### src/rtl/hash_op_master.sv
// hash_op_master: sequences one hash table op at a time from a request stream to a response stream
module hash_op_master #(
    parameter int KEY_WIDTH      = 32,
    parameter int VALUE_WIDTH    = 32,
    parameter int CHAINING_SIZE  = 4,
    parameter int TIMEOUT_CYCLES = 64,
    parameter int CNT_WIDTH      = 16,
    localparam int CW            = $clog2(CHAINING_SIZE)
) (
    input  logic                   clk,
    input  logic                   rst,
    input  logic                   req_valid,
    output logic                   req_ready,
    input  logic [1:0]             req_op,
    input  logic [KEY_WIDTH-1:0]   req_key,
    input  logic [VALUE_WIDTH-1:0] req_value,
    output logic                   rsp_valid,
    input  logic                   rsp_ready,
    output logic [1:0]             rsp_status,
    output logic [VALUE_WIDTH-1:0] rsp_value,
    output logic [CW-1:0]          rsp_collision,
    output logic [KEY_WIDTH-1:0]   ht_key,
    output logic [VALUE_WIDTH-1:0] ht_value,
    output logic [1:0]             ht_op_sel,
    output logic                   ht_op_en,
    input  logic [VALUE_WIDTH-1:0] ht_value_out,
    input  logic                   ht_op_done,
    input  logic                   ht_op_error,
    input  logic [CW-1:0]          ht_collision,
    output logic [CNT_WIDTH-1:0]   op_count,
    output logic [CNT_WIDTH-1:0]   err_count
);
    localparam int TW = $clog2(TIMEOUT_CYCLES + 1);

    typedef enum logic [1:0] {IDLE, ISSUE, WAIT, RESP} state_t;

    state_t                 state, next;
    logic [1:0]             lat_op;
    logic [KEY_WIDTH-1:0]   lat_key;
    logic [VALUE_WIDTH-1:0] lat_value;
    logic [TW-1:0]          timer;
    logic                   timeout_hit, busy;

    assign timeout_hit = timer == TW'(TIMEOUT_CYCLES - 1);
    assign busy        = state == ISSUE || state == WAIT;
    assign req_ready   = state == IDLE;
    assign rsp_valid   = state == RESP;
    assign ht_op_en    = state == ISSUE;
    assign ht_key      = busy ? lat_key : '0;
    assign ht_value    = busy ? lat_value : '0;
    assign ht_op_sel   = busy ? lat_op : '0;

    // State register
    always_ff @(posedge clk or posedge rst)
        if (rst) state <= IDLE;
        else     state <= next;

    // Next-state: illegal ops skip the table, done beats timeout in WAIT
    always_comb begin
        next = state;
        unique case (state)
            IDLE:  if (req_valid) next = req_op == 2'b11 ? RESP : ISSUE;
            ISSUE: next = WAIT;
            WAIT:  if (ht_op_done || timeout_hit) next = RESP;
            RESP:  if (rsp_ready) next = IDLE;
        endcase
    end

    // Request latch, wait timer, response capture and saturating statistics
    always_ff @(posedge clk or posedge rst)
        if (rst) begin
            lat_op        <= '0;
            lat_key       <= '0;
            lat_value     <= '0;
            timer         <= '0;
            rsp_status    <= '0;
            rsp_value     <= '0;
            rsp_collision <= '0;
            op_count      <= '0;
            err_count     <= '0;
        end else begin
            if (state == IDLE && req_valid) begin
                lat_op     <= req_op;
                lat_key    <= req_key;
                lat_value  <= req_value;
                if (req_op == 2'b11) rsp_status <= 2'b11;
            end
            if (state == ISSUE) timer <= '0;
            if (state == WAIT) begin
                if (ht_op_done) begin
                    rsp_status    <= {1'b0, ht_op_error};
                    rsp_collision <= ht_collision;
                    rsp_value     <= (lat_op == 2'b10 && !ht_op_error) ? ht_value_out : '0;
                end else if (timeout_hit) rsp_status <= 2'b10;
                else timer <= timer + TW'(1);
            end
            if (state == RESP && rsp_ready) begin
                rsp_status    <= '0;
                rsp_value     <= '0;
                rsp_collision <= '0;
                op_count      <= op_count + CNT_WIDTH'(op_count != '1);
                err_count     <= err_count + CNT_WIDTH'(rsp_status != 2'b00 && err_count != '1);
            end
        end
endmodule

### config.mk
export PLATFORM = sky130hd
export DESIGN_NAME = hash_op_master
export DESIGN_NICKNAME = d
export VERILOG_FILES = /design/src/rtl/hash_op_master.sv
export SDC_FILE = /design/constraint.sdc
export NUM_CORES = 1
export LEC_CHECK = 0
export CORE_UTILIZATION = 30
export CTS_CLUSTER_DIAMETER = 50
export DETAILED_ROUTE_END_ITERATION = 16
export PLACE_DENSITY = 0.63
export RECOVER_POWER = 50
export SETUP_SLACK_MARGIN = 0.4
export SLEW_MARGIN = 20
export SYNTH_ARGS = -nofsm -noshare
export SYNTH_HDL_FRONTEND = slang
export SYNTH_SLANG_ARGS = --single-unit
### constraint.sdc
create_clock -name clk -period 4.3 [get_ports clk]
set_input_delay 0.645 -clock clk [delete_from_list [all_inputs] [get_ports clk]]
set_output_delay 0.645 -clock clk [all_outputs]
set_load 0.005 [all_outputs]
==> impl_results.md <==
- Status: complete, no violations
- Max VDD drop: 436.7 µV
- Util after Layout: 0.4722
- FILL cells: 1800
- Number of synthesis warnings: 0
- Hold_ws: 0.4954 ns
- Main area contributors after synthesis: dfrtp_1 58%, mux2_2 12%, and2_1 6.9%
- Synth Net Count: 614
- Final nets: 858
- Ys async rst share: 1.000
- Sequential Area: 0.003578 mm²
- Final setup fails: 0
- RR Endpoint: lat_value[27]
- CTS H-tree depth: 4
- Gpl congestion: 0.7891
- Pwr dens: 668.7 mW/mm²
- Reg-to-Reg Start: state[0]
- Yosys reg bits: 143
- Die Width: 145.7 µm
- Multi-input logic area: 0.002495 mm²
- Highest net fanout along the worst path: 42
- Core area: 0.02023 mm²
- Bufs on Longest Clock Path: 2
- Crit start category: register
- Synth Flop Type: dfrtp_1
- Largest net degree at the start of global routing: 80
- Worst Hold End: rsp_collision[0]
- Vias: 4750
- Post-CTS sizing: 0
- Vias per cell: 4.639
- Slew Limit Fails: 0
- Slew headroom: 0.09931
- Met3 WL: 1.169 mm
- Hold WC Path Type: reg -> reg
- RSZ-0062 raised after global routing: no
- FP Rows: 52
- Gr ovfl total: 0
- Clk slew on worst S/H paths: 0.06 ns
- Area share of the largest cell type after synthesis: 0.5773
- Drt first pass iters: 4
- Cell variety after synth: 38
- Clk_skew: 0.01009 ns
- Endpoints failing hold: 0
- Setup bufs post-CTS: 0
- DRT antenna net count: 0
- Area grow syn2layout: 54.14%
- Layout cells sized above 1: 0.1472
- PnR Total Power: 0.006389 W
- Kind of critical path: reg -> out
- Maxcap violations: 0
- CTS hold repair buffers: 0
- CP delay by family, top: adder cells
- First-pass GRT wire length: 26.81 mm
- Worst Reg-to-Reg Cells: 5
- Final WL: 16.55 mm
- Tightest Pin Transition: 1.344 ns
- Max stage delay cell, worst path: ha_1
- Number of synthesized flops with an enable pin: 0
- Die area: 0.02124 mm²
- Clk_lat worst skew: 0.41 ns
- CP required: 3.65 ns
- Detailed Place HPWL: 11.86 mm
- Starting density of the core: 0.3063
- WL met2: 8.433 mm
- Most frequent cells in the layout: 213 x clkdlybuf4s50_1, 143 x dfrtp_1, 66 x and2_1
- Highest Signal Layer: met4
- Initial antenna violation count: 0
- Total negative setup slack: 0 ns
- Drt wl/cell: 16.16 µm
- Leakage power total: 4.152 nW
- Final worst slack: 0.7644 ns
- # diodes: 0
- Seq/Total Area, Yosys: 0.5773
- Crit share post-route: 0.8222
- Clk root buf: clkbuf_16
- Fmax: 282.8 MHz
- Crit-path cells: inv_1, ha_1, buf_4, and2_1, clkdlybuf4s50_1
- Cells after Synth: 497
- CP endpoint kind: output pin
- Hold Path Cell Cnt: 1
- Min Tclk post-route: 3.536 ns
- Clock net sink count: 143
- Area leader, netlist: dfrtp_1
- Hold path startpoint: rsp_collision[0]
- Crit path buf inv count: 3
- Total track usage: 0.1603
- Flop-to-flop setup slack: 1.80 ns
- Worst slack, placed: 1.108 ns
- Total I/O pin count: 243
- Port buffer count: 242
- Commonest non-fill, non-tap cell in the layout: clkdlybuf4s50_1
- Die H: 145.7 µm
- WL met1: 6.572 mm
- Initial DRC count: 223
- TritonCTS clock tree: built
- Cell Area, Synth: 0.006198 mm²
- Crit path arrival time: 2.89 ns
- Vias in the first global route: 5023
- Cts bufs inserted: 17
- Crit-path max cell delay: 1.04 ns
- DRC: 0
- Syn Area/Cell: 12.47 µm²
-- power by group --
group          switching (W)  leakage (nW)  internal (W)
Combinational        0.00103          2.02       0.00175
Clock               0.000626         0.305      0.000935
Sequential          0.000262          1.83       0.00179
-- area by class of cell --
type	instances	area share
inverters	9	0.003667
repair buffers	247	0.2601
flip-flops and latches	143	0.3745
multi-input cells	323	0.2611
clock inverters	15	0.02069
clock buffers	17	0.04453
well taps	270	0.03536
-- cell families after synthesis --
family	count (synthesis)	synth area share
buffers and inverters	31	0.02039
adder cells (fa/ha/maj)	11	0.02220
XOR/XNOR	28	0.03956
multiplexers	68	0.1231
AND/OR/NAND/NOR	159	0.1419
AO/OA/AOI/OAI	57	0.07550
flip-flops	143	0.5773
-- synth_stat cells, types with 9 or more instances --
cell type  count
ha_1          11
inv_1          9
nor2_1        10
xnor2_1       18
nand3_1       15
a22o_1        34
nand2_1       33
xor2_1        10
nor3_1         9
mux2_2        66
and2_1        68
dfrtp_1      143
-- state kept, by name, indices dropped and copies added, names as in the netlist --
register / flops
rsp_value: 32
lat_value: 32
lat_key: 32
rsp_status: 2
state: 2
op_count: 16
err_count: 16
rsp_collision: 2
lat_op: 2
timer: 7
-- metrics by stage --
stage,std cells,instance area [µm²]
floorplan,497,6202
global placement,992,8935
detailed placement,992,8935
CTS,1024,9558
global route,1024,9554
finish,1024,9554
-- how the worst max path moves through the flow --
stage                              end  cells past startpoint  startpoint
after global placement      ht_key[26]                      5    state[0]
after CTS                 ht_value[18]                      5    state[0]
after detailed placement  ht_value[18]                      5    state[0]
after floorplan           err_count[0]                      1         rst
after global routing       ht_value[3]                      5    state[1]
final                      ht_value[9]                      5    state[0]
-- routing by layer --
| metal | track usage | vias up |
|---|---|---|
| met2 | 0.2780 | 156 |
| met3 | 0.05455 | 29 |
| met1 | 0.1824 | 2346 |
| met4 | 0.05842 | 0 |
| met5 | 0 | - |
| li1 | - | 2219 |
No activity file was read; power rests on OpenSTA's default activity.
